`config.mk`:
```
export PLATFORM = sky130hd
export DESIGN_NAME = apb_subsystem_bridge_flat
export DESIGN_NICKNAME = d
export VERILOG_FILES = /design/src/rtl/apb_subsystem_bridge_if.sv /design/src/rtl/apb_subsystem_bridge.sv /design/src/flat_wrapper.sv
export SDC_FILE = /design/constraint.sdc
export NUM_CORES = 1
export LEC_CHECK = 0
export BUFFER_PORTS_ARGS = -buffer_cell sky130_fd_sc_hd__buf_2
export CAP_MARGIN = 20
export CORE_MARGIN = 10
export CORE_UTILIZATION = 35
export DETAILED_ROUTE_END_ITERATION = 10
export SLEW_MARGIN = 20
export SYNTH_ARGS = -nofsm -noshare
export SYNTH_HDL_FRONTEND = slang
export SYNTH_SLANG_ARGS = --single-unit
```
`constraint.sdc`:
```
create_clock -name i_hclk -period 2.4 [get_ports i_hclk]
set_input_delay 0.24 -clock i_hclk [delete_from_list [all_inputs] [get_ports i_hclk]]
set_output_delay 0.24 -clock i_hclk [all_outputs]
set_load 0.1 [all_outputs]
```
`src/rtl/apb_subsystem_bridge_if.sv`:
```
// AHB-Lite slave side and APB master side of the subsystem bridge, bundled as one port group.
// The slave modport is the bridge's view. The master modport is the surrounding bus fabric.
interface apb_subsystem_bridge_if #(
   parameter int ADDRWIDTH = 16
);
   logic                 HSEL;
   logic [ADDRWIDTH-1:0] HADDR;
   logic [1:0]           HTRANS;
   logic                 HWRITE;
   logic [31:0]          HWDATA;
   logic                 HREADY;
   logic                 HREADYOUT;
   logic [31:0]          HRDATA;
   logic                 HRESP;

   logic                 PSEL0;
   logic                 PSEL1;
   logic                 PSEL2;
   logic                 PSEL3;
   logic                 PSEL4;
   logic                 PSEL5;
   logic                 PENABLE;
   logic [ADDRWIDTH-1:0] PADDR;
   logic                 PWRITE;
   logic [31:0]          PWDATA;
   logic                 PREADY;
   logic [31:0]          PRDATA;
   logic                 PSLVERR;

   modport slave (
      input  HSEL, HADDR, HTRANS, HWRITE, HWDATA, HREADY,
      output HREADYOUT, HRDATA, HRESP,
      output PSEL0, PSEL1, PSEL2, PSEL3, PSEL4, PSEL5, PENABLE, PADDR, PWRITE, PWDATA,
      input  PREADY, PRDATA, PSLVERR
   );

   modport master (
      output HSEL, HADDR, HTRANS, HWRITE, HWDATA, HREADY,
      input  HREADYOUT, HRDATA, HRESP,
      input  PSEL0, PSEL1, PSEL2, PSEL3, PSEL4, PSEL5, PENABLE, PADDR, PWRITE, PWDATA,
      output PREADY, PRDATA, PSLVERR
   );
endinterface

```
`src/rtl/apb_subsystem_bridge.sv`:
```
// AHB-Lite to APB bridge: single transfers become two-phase APB accesses to one of six slots.
// Unmapped slots get a two-cycle AHB ERROR response without touching the APB bus.
//
// state    | meaning
// ---------+------------------------------------------------------------
// S_IDLE   | no transfer in progress, ready to accept
// S_SETUP  | APB setup phase, PSEL high, PENABLE low
// S_ACCESS | APB access phase, waiting for PREADY
// S_DONE   | OKAY completion cycle, may accept the next transfer
// S_ERR1   | first ERROR cycle (HREADYOUT low)
// S_ERR2   | second ERROR cycle (HREADYOUT high), may accept
module apb_subsystem_bridge #(
   parameter int ADDRWIDTH = 16
) (
   input  logic                   i_hclk,
   input  logic                   i_hreset,
   apb_subsystem_bridge_if.slave  bus
);

   typedef enum logic [2:0] {
      S_IDLE,
      S_SETUP,
      S_ACCESS,
      S_DONE,
      S_ERR1,
      S_ERR2
   } state_t;

   state_t               r_state;
   state_t               w_state_nxt;
   logic [ADDRWIDTH-1:0] r_paddr;
   logic                 r_pwrite;
   logic [3:0]           r_slot;
   logic [31:0]          r_pwdata;
   logic [31:0]          r_hrdata;

   logic [3:0]           w_slot_in;
   logic                 w_can_accept;
   logic                 w_accept;
   logic                 w_mapped;
   logic                 w_apb_active;
   logic                 w_unused_ok;

   assign w_slot_in    = bus.HADDR[ADDRWIDTH-1 -: 4];
   assign w_can_accept = (r_state == S_IDLE) || (r_state == S_DONE) || (r_state == S_ERR2);
   assign w_accept     = w_can_accept && bus.HSEL && bus.HTRANS[1] && bus.HREADY;
   assign w_mapped     = (w_slot_in < 4'd6);
   assign w_unused_ok  = &{1'b0, bus.HADDR[1:0], bus.HTRANS[0]};

   always_comb begin
      w_state_nxt = r_state;
      case (r_state)
         S_IDLE, S_DONE, S_ERR2: begin
            if (w_accept) begin
               w_state_nxt = w_mapped ? S_SETUP : S_ERR1;
            end else begin
               w_state_nxt = S_IDLE;
            end
         end
         S_SETUP:  w_state_nxt = S_ACCESS;
         S_ACCESS: begin
            if (bus.PREADY) begin
               w_state_nxt = bus.PSLVERR ? S_ERR1 : S_DONE;
            end
         end
         S_ERR1:   w_state_nxt = S_ERR2;
         default:  w_state_nxt = S_IDLE;
      endcase
   end

   always_ff @(posedge i_hclk) begin
      if (i_hreset) begin
         r_state  <= S_IDLE;
         r_paddr  <= '0;
         r_pwrite <= 1'b0;
         r_slot   <= 4'd0;
         r_pwdata <= 32'd0;
         r_hrdata <= 32'd0;
      end else begin
         r_state <= w_state_nxt;
         if (w_accept) begin
            r_paddr  <= {bus.HADDR[ADDRWIDTH-1:2], 2'b00};
            r_pwrite <= bus.HWRITE;
            r_slot   <= w_slot_in;
         end
         // AHB write data is valid in the data phase, which coincides with SETUP
         if (r_state == S_SETUP) begin
            r_pwdata <= bus.HWDATA;
         end
         if ((r_state == S_ACCESS) && bus.PREADY && !bus.PSLVERR && !r_pwrite) begin
            r_hrdata <= bus.PRDATA;
         end
      end
   end

   // r_slot is always mapped whenever SETUP/ACCESS is reachable, so the decode stays one-hot
   assign w_apb_active  = (r_state == S_SETUP) || (r_state == S_ACCESS);
   assign bus.PSEL0     = w_apb_active && (r_slot == 4'd0);
   assign bus.PSEL1     = w_apb_active && (r_slot == 4'd1);
   assign bus.PSEL2     = w_apb_active && (r_slot == 4'd2);
   assign bus.PSEL3     = w_apb_active && (r_slot == 4'd3);
   assign bus.PSEL4     = w_apb_active && (r_slot == 4'd4);
   assign bus.PSEL5     = w_apb_active && (r_slot == 4'd5);
   assign bus.PENABLE   = (r_state == S_ACCESS);
   assign bus.PADDR     = r_paddr;
   assign bus.PWRITE    = r_pwrite;
   assign bus.PWDATA    = (r_state == S_SETUP) ? bus.HWDATA : r_pwdata;

   assign bus.HREADYOUT = !(w_apb_active || (r_state == S_ERR1));
   assign bus.HRESP     = (r_state == S_ERR1) || (r_state == S_ERR2);
   assign bus.HRDATA    = r_hrdata;

endmodule

```
`src/flat_wrapper.sv`:
```
// flat-port wrapper written by rule: the top's interface ports become plain ports
module apb_subsystem_bridge_flat 
#(
   parameter int ADDRWIDTH = 16
)
  (i_hclk, i_hreset, bus_HSEL, bus_HADDR, bus_HTRANS, bus_HWRITE, bus_HWDATA, bus_HREADY, bus_HREADYOUT, bus_HRDATA, bus_HRESP, bus_PSEL0, bus_PSEL1, bus_PSEL2, bus_PSEL3, bus_PSEL4, bus_PSEL5, bus_PENABLE, bus_PADDR, bus_PWRITE, bus_PWDATA, bus_PREADY, bus_PRDATA, bus_PSLVERR);
  apb_subsystem_bridge_if #(.ADDRWIDTH(ADDRWIDTH)) bus_i ();
  input  logic i_hclk;
  input  logic i_hreset;
  input wire logic [$bits(bus_i.HSEL)-1:0] bus_HSEL;
  input wire logic [$bits(bus_i.HADDR)-1:0] bus_HADDR;
  input wire logic [$bits(bus_i.HTRANS)-1:0] bus_HTRANS;
  input wire logic [$bits(bus_i.HWRITE)-1:0] bus_HWRITE;
  input wire logic [$bits(bus_i.HWDATA)-1:0] bus_HWDATA;
  input wire logic [$bits(bus_i.HREADY)-1:0] bus_HREADY;
  output wire logic [$bits(bus_i.HREADYOUT)-1:0] bus_HREADYOUT;
  output wire logic [$bits(bus_i.HRDATA)-1:0] bus_HRDATA;
  output wire logic [$bits(bus_i.HRESP)-1:0] bus_HRESP;
  output wire logic [$bits(bus_i.PSEL0)-1:0] bus_PSEL0;
  output wire logic [$bits(bus_i.PSEL1)-1:0] bus_PSEL1;
  output wire logic [$bits(bus_i.PSEL2)-1:0] bus_PSEL2;
  output wire logic [$bits(bus_i.PSEL3)-1:0] bus_PSEL3;
  output wire logic [$bits(bus_i.PSEL4)-1:0] bus_PSEL4;
  output wire logic [$bits(bus_i.PSEL5)-1:0] bus_PSEL5;
  output wire logic [$bits(bus_i.PENABLE)-1:0] bus_PENABLE;
  output wire logic [$bits(bus_i.PADDR)-1:0] bus_PADDR;
  output wire logic [$bits(bus_i.PWRITE)-1:0] bus_PWRITE;
  output wire logic [$bits(bus_i.PWDATA)-1:0] bus_PWDATA;
  input wire logic [$bits(bus_i.PREADY)-1:0] bus_PREADY;
  input wire logic [$bits(bus_i.PRDATA)-1:0] bus_PRDATA;
  input wire logic [$bits(bus_i.PSLVERR)-1:0] bus_PSLVERR;
  assign bus_i.HSEL = bus_HSEL;
  assign bus_i.HADDR = bus_HADDR;
  assign bus_i.HTRANS = bus_HTRANS;
  assign bus_i.HWRITE = bus_HWRITE;
  assign bus_i.HWDATA = bus_HWDATA;
  assign bus_i.HREADY = bus_HREADY;
  assign bus_HREADYOUT = bus_i.HREADYOUT;
  assign bus_HRDATA = bus_i.HRDATA;
  assign bus_HRESP = bus_i.HRESP;
  assign bus_PSEL0 = bus_i.PSEL0;
  assign bus_PSEL1 = bus_i.PSEL1;
  assign bus_PSEL2 = bus_i.PSEL2;
  assign bus_PSEL3 = bus_i.PSEL3;
  assign bus_PSEL4 = bus_i.PSEL4;
  assign bus_PSEL5 = bus_i.PSEL5;
  assign bus_PENABLE = bus_i.PENABLE;
  assign bus_PADDR = bus_i.PADDR;
  assign bus_PWRITE = bus_i.PWRITE;
  assign bus_PWDATA = bus_i.PWDATA;
  assign bus_i.PREADY = bus_PREADY;
  assign bus_i.PRDATA = bus_PRDATA;
  assign bus_i.PSLVERR = bus_PSLVERR;
  apb_subsystem_bridge #(.ADDRWIDTH(ADDRWIDTH)) u_core (.i_hclk(i_hclk), .i_hreset(i_hreset), .bus(bus_i));
endmodule
```
## Word level (Yosys, flattened, before mapping)

Cells that the tools add are included.

| storage, ports and cells | value |
|---|---|
| bits in registers | 86 |
| input bits | 89 |
| output and inout port bits | 90 |
| word-level logic and storage cells | 47 |

| cells by class | value |
|---|---|
| order comparisons | 1 |
| equality and inequality tests | 11 |
| muxes and demuxes | 6 |
| reduce and logical (&&, ||, !) cells | 23 |

Operators with widths:

| kind | count |
|---|---|
| $mux W32 | 1 |
| $logic_and A1 B1 Y1 | 12 |
| $mux W3 | 4 |
| $pmux W3 S4 | 1 |
| $eq A4 B2 Y1 const B | 2 |
| $eq A4 B3 Y1 const B | 2 |
| $eq A3 B2 Y1 const B | 2 |
| $eq A3 B3 Y1 const B | 2 |
| $logic_or A1 B1 Y1 | 5 |
| $eq A4 B1 Y1 const B | 1 |
| $logic_not A4 Y1 | 1 |
| $lt A4 B3 Y1 const B | 1 |
| $eq A3 B1 Y1 const B | 1 |
| $logic_not A1 Y1 | 3 |
| $logic_not A3 Y1 | 1 |
| $reduce_or A3 Y1 | 1 |
| $ne A2 B1 Y1 const B | 1 |

## Longest topological paths before layout

Gate-level depths: netlist of run 1.

| depth | value |
|---|---|
| depth in word-level cells | 8 |
| mapped depth | 7 |
| mapped depth without buffers | 4 |

## Least setup slack after synthesis of run 1

No wires, ideal clock.

| path | value |
|---|---|
| kind | flip-flop to output port |
| from | register u_core.r_slot[1] |
| to | output bus_PSEL3 |
| arrival time | 4.273 ns |
| required time | 2.160 ns |
| slack | -2.113 ns |
| cell stages (with the launch flop) | 3 |
| buffers on the path | 0 |
| cell sequence | dfxtp_1 -> nand2_1 -> nor4b_1 |

| on the way | value |
|---|---|
| longest elaborated chain between the ends | 2 |

Ends and longest elaborated chain:

| element | RTL line | source |
|---|---|---|
| from (decl) | apb_subsystem_bridge.sv:33 | `logic [3:0] r_slot;` |
| from (signal assigned) | apb_subsystem_bridge.sv:84 | `r_slot <= w_slot_in;` |
| $eq A4 B2 Y1 | apb_subsystem_bridge.sv:101 | `assign bus.PSEL3 = w_apb_active && (r_slot == 4'd3);` |
| $logic_and A1 B1 Y1 | apb_subsystem_bridge.sv:101 |  |
| to (decl) | flat_wrapper.sv:22 | `output wire logic [$bits(bus_i.PSEL3)-1:0] bus_PSEL3;` |

No other way between the ends.

## Worst setup path after layout of run 1

| path | value |
|---|---|
| from | register u_core.r_state[0] |
| to | output bus_PWDATA[5] |

| on the way | value |
|---|---|
| longest elaborated chain between the ends | 2 |

Ends and longest elaborated chain:

| element | RTL line | source |
|---|---|---|
| from (decl) | apb_subsystem_bridge.sv:29 | `state_t r_state;` |
| from (signal assigned) | apb_subsystem_bridge.sv:80 | `r_state <= w_state_nxt;` |
| $eq A3 B1 Y1 | apb_subsystem_bridge.sv:107 | `assign bus.PWDATA = (r_state == S_SETUP) ? bus.HWDATA : r_pwdata;` |
| $mux W32 | apb_subsystem_bridge.sv:107 |  |
| to (decl) | flat_wrapper.sv:28 | `output wire logic [$bits(bus_i.PWDATA)-1:0] bus_PWDATA;` |

No other way between the ends.

==> out/metrics.csv, run 1 <==
metric,value,unit
"Top FF cell, synth",dfxtp_1,
top cell type's share of synthesized area,0.473,
fmax,0.456,GHz
WP data required,2160,ps
critical-path maximum fanout,23,
most common cell in the netlist,dfxtp_1,
worst-path cell chain,nor3b_4 -> buf_12 -> mux2_2 -> buf_2,
status,completed,
Setup CP Type,reg -> out,
"top cells by count, synth","dfxtp_1 (82), a21oi_1 (36), nand3_1 (33)",
# nets final,611,
Routed Antenna Nets,0,
xor and xnor area share after synthesis,0.00505,
Initial Util,0.357,
"Distinct cells, synth",37,
clk_lat worst skew,350,ps
largest family of logic cells by synthesized area,simple AND/OR/NAND/NOR gates,
grt ovf,0,
core area,0.00973,mm²
Area contributors post-synth,"dfxtp_1 (47%), mux2_2 (10%), nor2b_1 (5.8%)",
Total Wirelength,10.6,mm
headroom to the max-slew limit,0.600,
Longest Clk Path Bufs,2,
WP buf/inv,2,
mux share of post-synthesis cell area,0.147,
maximum vdd drop,0.000249,V
"slowest stage cell, crit path",dfxtp_2,
root buffer cell,clkbuf_8,
Final Setup Violations,0,
critical path data arrival time,1950,ps
Avg Inst Size Synth,9.67,µm²
Avg WL per Cell,16.0,µm
Slew Limit Fails,0,
drt drc,0,
"Cell Area, Placed",0.00463,mm²
die width,120,µm
DP Wirelength,7.83,mm
Chip Height,120,µm
crit-path max cell delay,450,ps
register area share after synthesis,0.473,
CTS buffer count,9,
RSZ-0062 raised after global routing,false,
die area,0.0143,mm²
cell family with the largest share of critical-path delay,buffers and inverters,
share of cells above drive strength 1,0.463,
Slew @ Worst Pin,596,ps
PwrDens,724,mW/mm²
Ports,179,
Final period util,0.914,
Final Hold Violating Endpoints,0,
final period demand of the worst path,2190,ps
Initial DRC Count,195,
first-pass GRT wire length,16.9,mm
Syn Inst Count,359,
post-synthesis cell type with the largest combined area,dfxtp_1,
Worst Hold Margin,136,ps
Overall Power,0.00353,W
Critical Path End Type,output pin,
Clock Sinks,82,
Worst Hold Class,in -> reg,
CTS tree,built,
#FFs+latches synth,82,
Post-Synth Adder-Cell Area,0,
Clock Skews,12.9,ps
fillers,981,
Post-synth EDFFs,0,
"CTS clk-pin slew, worst paths",90,ps
# H-tree levels,3,
IO buf count,173,
initial antenna violation count,0,
Post-synth ARST share,0,
final setup TNS,0,ps
CP startpoint kind,flop,
final core occ,0.502,
simple-gate share of the synthesized area,0.200,
Synth warnings,0,
Via Count,3172,
gpl congestion,0.757,
Lkg Pwr,2.18,nW
via-per-instance ratio,4.81,
Synth Area in Compound Gates,0.120,
via count of the first global-routing pass,3305,
"Hold-fix buffers, CTS",0,
Layout area overhead,40.6,%
Max Cap Viol,0,
post-synthesis cell area,0.00347,mm²
gr usage total,0.141,
floorplan row count,36,
design area,0.00488,mm²
antenna fix cells,0,
largest net degree at the start of global routing,50,
1st-pass router iterations,4,
-- stage by stage --
stage,std cells,worst slack [ps]
6_report,660,207
3_5_place_dp,644,393
2_1_floorplan,360,94.7
3_3_place_gp,644,447
4_1_cts,660,27.7
5_1_grt,660,111
-- worst min-delay path: stages --
cell and delay (ps):
buf_2 100, nand3_1 50, a21oi_1 50
-- metal layers --
| layer | up-vias | track usage | share of wire |
|---|---|---|---|
| met1 | 1486 | 0.162 | 0.42 |
| met2 | 119 | 0.230 | 0.47 |
| met5 | - | 0 | 0 |
| met3 | 9 | 0.0684 | 0.11 |
| met4 | 0 | 0.0385 | 0.010 |
| li1 | 1558 | - | - |
-- path summary, 6_finish.rpt --
check	endpoint	slack, ps	startpoint	cells after the start
max	bus_PWDATA[5]	210	u_core.r_state[0]	4
min	u_core.bus.HRDATA[5]	140	bus_PRDATA[5]	3
max reg2reg	u_core.bus.PADDR[7]	770	u_core.r_state[2]	5
min reg2reg	u_core.bus.PADDR[3]	480	u_core.bus.PADDR[3]	2
-- state kept, by name, summed over array words and instances, names as in the netlist --
register and count:
u_core.bus.HRDATA 32, u_core.bus.PWRITE 1, u_core.r_pwdata 32, u_core.r_state 3
u_core.r_slot 4, u_core.bus.PADDR 10
-- cells by family after synthesis --
logic type / Yosys count
and+or+nand+nor: 116
DFF: 82
AOI/OAI and AO/OA: 76
muxes: 47
buffers and inverters: 35
xor gates and xnor gates: 2
other: 1
-- power by group --
| group | leakage, nW | internal (W) | switching, W |
|---|---|---|---|
| Clock | 0.113 | 0.000696 | 0.000511 |
| Combinational | 1.40 | 0.000244 | 0.000660 |
| Sequential | 0.665 | 0.00140 | 0.0000247 |
-- layout by cell type (no fill, tap or decap), types with 12 or more instances in the layout --
cell type	instances
mux2i_1	15
nand2b_1	31
dfxtp_1	76
nand3_1	33
a21oi_1	36
buf_12	12
buf_2	159
o21ai_0	29
nor2b_1	32
mux2_2	32
-- repair_timing --
action	4_1_cts	5_1_grt
setup buffers	0	0
gates resized for setup	2	4
hold endpoints to repair	0	0
endpoints found under the setup margin	2	26
-- final cells by class --
cell class,count,area [µm²],area share
clock inverters,6,114,0.0233
repair buffers,183,1130,0.231
well taps,133,166,0.0341
flip-flops and latches,82,1650,0.338
inverters,3,11.3,0.00231
clock buffers,10,128,0.0261
multi-input cells,243,1690,0.346
Power figures use the tool's default switching activity.
==> run 2, diff against run 1 <==
--- a/config.mk
+++ b/config.mk
@@ -8,8 +8,9 @@
 export BUFFER_PORTS_ARGS = -buffer_cell sky130_fd_sc_hd__buf_2
 export CAP_MARGIN = 20
 export CORE_MARGIN = 10
-export CORE_UTILIZATION = 35
+export CORE_UTILIZATION = 49
 export DETAILED_ROUTE_END_ITERATION = 10
+export PLACE_DENSITY = 0.86
 export SLEW_MARGIN = 20
 export SYNTH_ARGS = -nofsm -noshare
 export SYNTH_HDL_FRONTEND = slang
==> run 2 against run 1 <==
Against the previous run: first-iteration DRC count shrank 45%; worst setup slack lost 44 ps; routed wire length shrank 8.1%; clock skew shrank 0.69 ps; via count shrank 1.5%; die area shrank 24%; hold slack gained 1.8 ps; fmax shrank 1.9%; sequential cell count is the same; critical path depth is the same; sequential share of layout area grew 1.0 points; critical endpoint is now bus_PWDATA[8].
==> out/metrics.csv, run 2 (same netlist as run 1, synthesis figures left out) <==
metric,value,unit,change
status,completed,,
final period demand of the worst path,2240,ps,+43.6 ps
Slew @ Worst Pin,594,ps,-1.83 ps
"Hold-fix buffers, CTS",0,,unchanged
CP startpoint kind,flop,,
Layout area overhead,36.4,%,
gpl congestion,0.745,,-1.6%
Final period util,0.932,,+0.0182
clk_lat worst skew,340,ps,about the same
# nets final,609,,-0.33%
drt drc,0,,unchanged
share of cells above drive strength 1,0.459,,-0.00411
first-pass GRT wire length,15.7,mm,-6.8%
placed cells,604,,-6.2%
root buffer cell,clkbuf_8,,
fmax,0.447,GHz,-1.9%
cell family with the largest share of critical-path delay,buffers and inverters,,
critical path data arrival time,2000,ps,+50 ps
Max Cap Viol,0,,unchanged
"slowest stage cell, crit path",dfxtp_1,,
Initial DRC Count,107,,-45%
Total Wirelength,9.71,mm,-8.1%
Critical Path End Type,output pin,,
final setup TNS,0,ps,unchanged
grt ovf,0,,unchanged
1st-pass router iterations,4,,unchanged
Final Hold Violating Endpoints,0,,unchanged
Worst Hold Class,in -> reg,,
Setup CP Type,reg -> out,,
Lkg Pwr,2.14,nW,-1.9%
post-route insts no fill,619,,-6.2%
core area,0.00683,mm²,-30%
via-per-instance ratio,5.05,,+5.0%
Ports,179,,unchanged
PwrDens,675,mW/mm²,-6.8%
Via Count,3125,,-1.5%
headroom to the max-slew limit,0.601,,+0.00123
floorplan row count,30,,-17%
Final Setup Violations,0,,unchanged
CTS tree,built,,
initial antenna violation count,0,,unchanged
WP buf/inv,2,,unchanged
critical-path maximum fanout,31,,+35%
IO buf count,173,,unchanged
largest net degree at the start of global routing,35,,-30%
Routed Antenna Nets,0,,unchanged
"CTS clk-pin slew, worst paths",90,ps,about the same
Clock Sinks,82,,unchanged
die area,0.0109,mm²,-24%
crit-path max cell delay,440,ps,about the same
WP data required,2160,ps,about the same
Chip Height,104,µm,-13%
Longest Clk Path Bufs,2,,unchanged
Avg WL per Cell,15.7,µm,-2.0%
"most common cell after layout, fill and taps aside",buf_2,,
antenna fix cells,0,,unchanged
Clock Skews,12.2,ps,-0.690 ps
maximum vdd drop,0.000418,V,+68%
gr usage total,0.173,,+0.0313
CTS buffer count,9,,unchanged
via count of the first global-routing pass,3191,,-3.4%
Initial Util,0.508,,+0.151
"commonest cells after routing, fill and taps aside","buf_2 (159), dfxtp_1 (76), a21oi_1 (36)",,
# H-tree levels,3,,unchanged
Slew Limit Fails,0,,unchanged
worst-path cell chain,nor3b_4 -> buf_12 -> mux2_2 -> buf_2,,
DP Wirelength,7.49,mm,-4.4%
die width,104,µm,-13%
RSZ-0062 raised after global routing,false,,
run 2: cell types whose count changed in the layout (fill, tap and decap cells not counted), sizes merged:
cell,before,now
inv,3,2
bufinv,3,0
clkinvlp,2,0
clkbuf,12,16
clkinv,1,3
buf,181,177
run 2: per-stage QoR:
stage	setup slack (ps)	power (W)	cell area (µm²)	hold WS, ps	utilization
finish	163	0.00320	4740	138	0.693
floorplan	94.7	0.00214	3510	388	-
global placement	368	0.00233	4550	454	0.666
detailed placement	352	0.00235	4550	463	0.666
CTS	37.0	0.00323	4720	128	0.690
global route	3.90	0.00334	4740	130	0.693
run 2: worst reg2reg max path, delay by kind of cell (launching register included):
kind	cells	cell delay, ps
compound gates	1	140
buf+inv	2	520
flops	1	580
simple gates	2	510
run 2: layout make-up:
type / instances / area [µm²]
Clock inverter: 2 / 13.8
Multi-Input combinational cell: 243 / 1690
Inverter: 3 / 11.3
Fill cell: 547 / 2100
Timing Repair Buffer: 181 / 1100
Sequential cell: 82 / 1650
Clock buffer: 12 / 155
Tap cell: 96 / 120
run 2: repair_timing:
item,CTS,global route
gates cloned,0,0
resized for setup,1,5
pin swaps,0,1
setup buffers,0,1
endpoints found under the setup margin,21,25
run 2: final timing paths:
check	slack, ps	to	startpoint	cells after the start
worst max-delay path	160	bus_PWDATA[8]	u_core.r_state[1]	4
worst min-delay path	140	u_core.bus.HRDATA[20]	bus_PRDATA[20]	3
worst max register to register	570	u_core.bus.HRDATA[17]	u_core.r_state[1]	5
worst min register to register	480	u_core.bus.HRDATA[24]	u_core.bus.HRDATA[24]	2
run 2: where the power goes:
part	internal (W)	switching, W	total, W
clock network	0.000422	0.000460	0.000882
logic	0.000239	0.000649	0.000888
registers	0.00140	0.0000273	0.00143
run 2: metal layers:
metal,vias to the layer above,global-route usage,wire [µm]
met4,0,0.0696,183
li1,1554,-,-
met1,1439,0.184,3750
met3,13,0.0607,724
met2,119,0.303,5050
met5,-,0,0
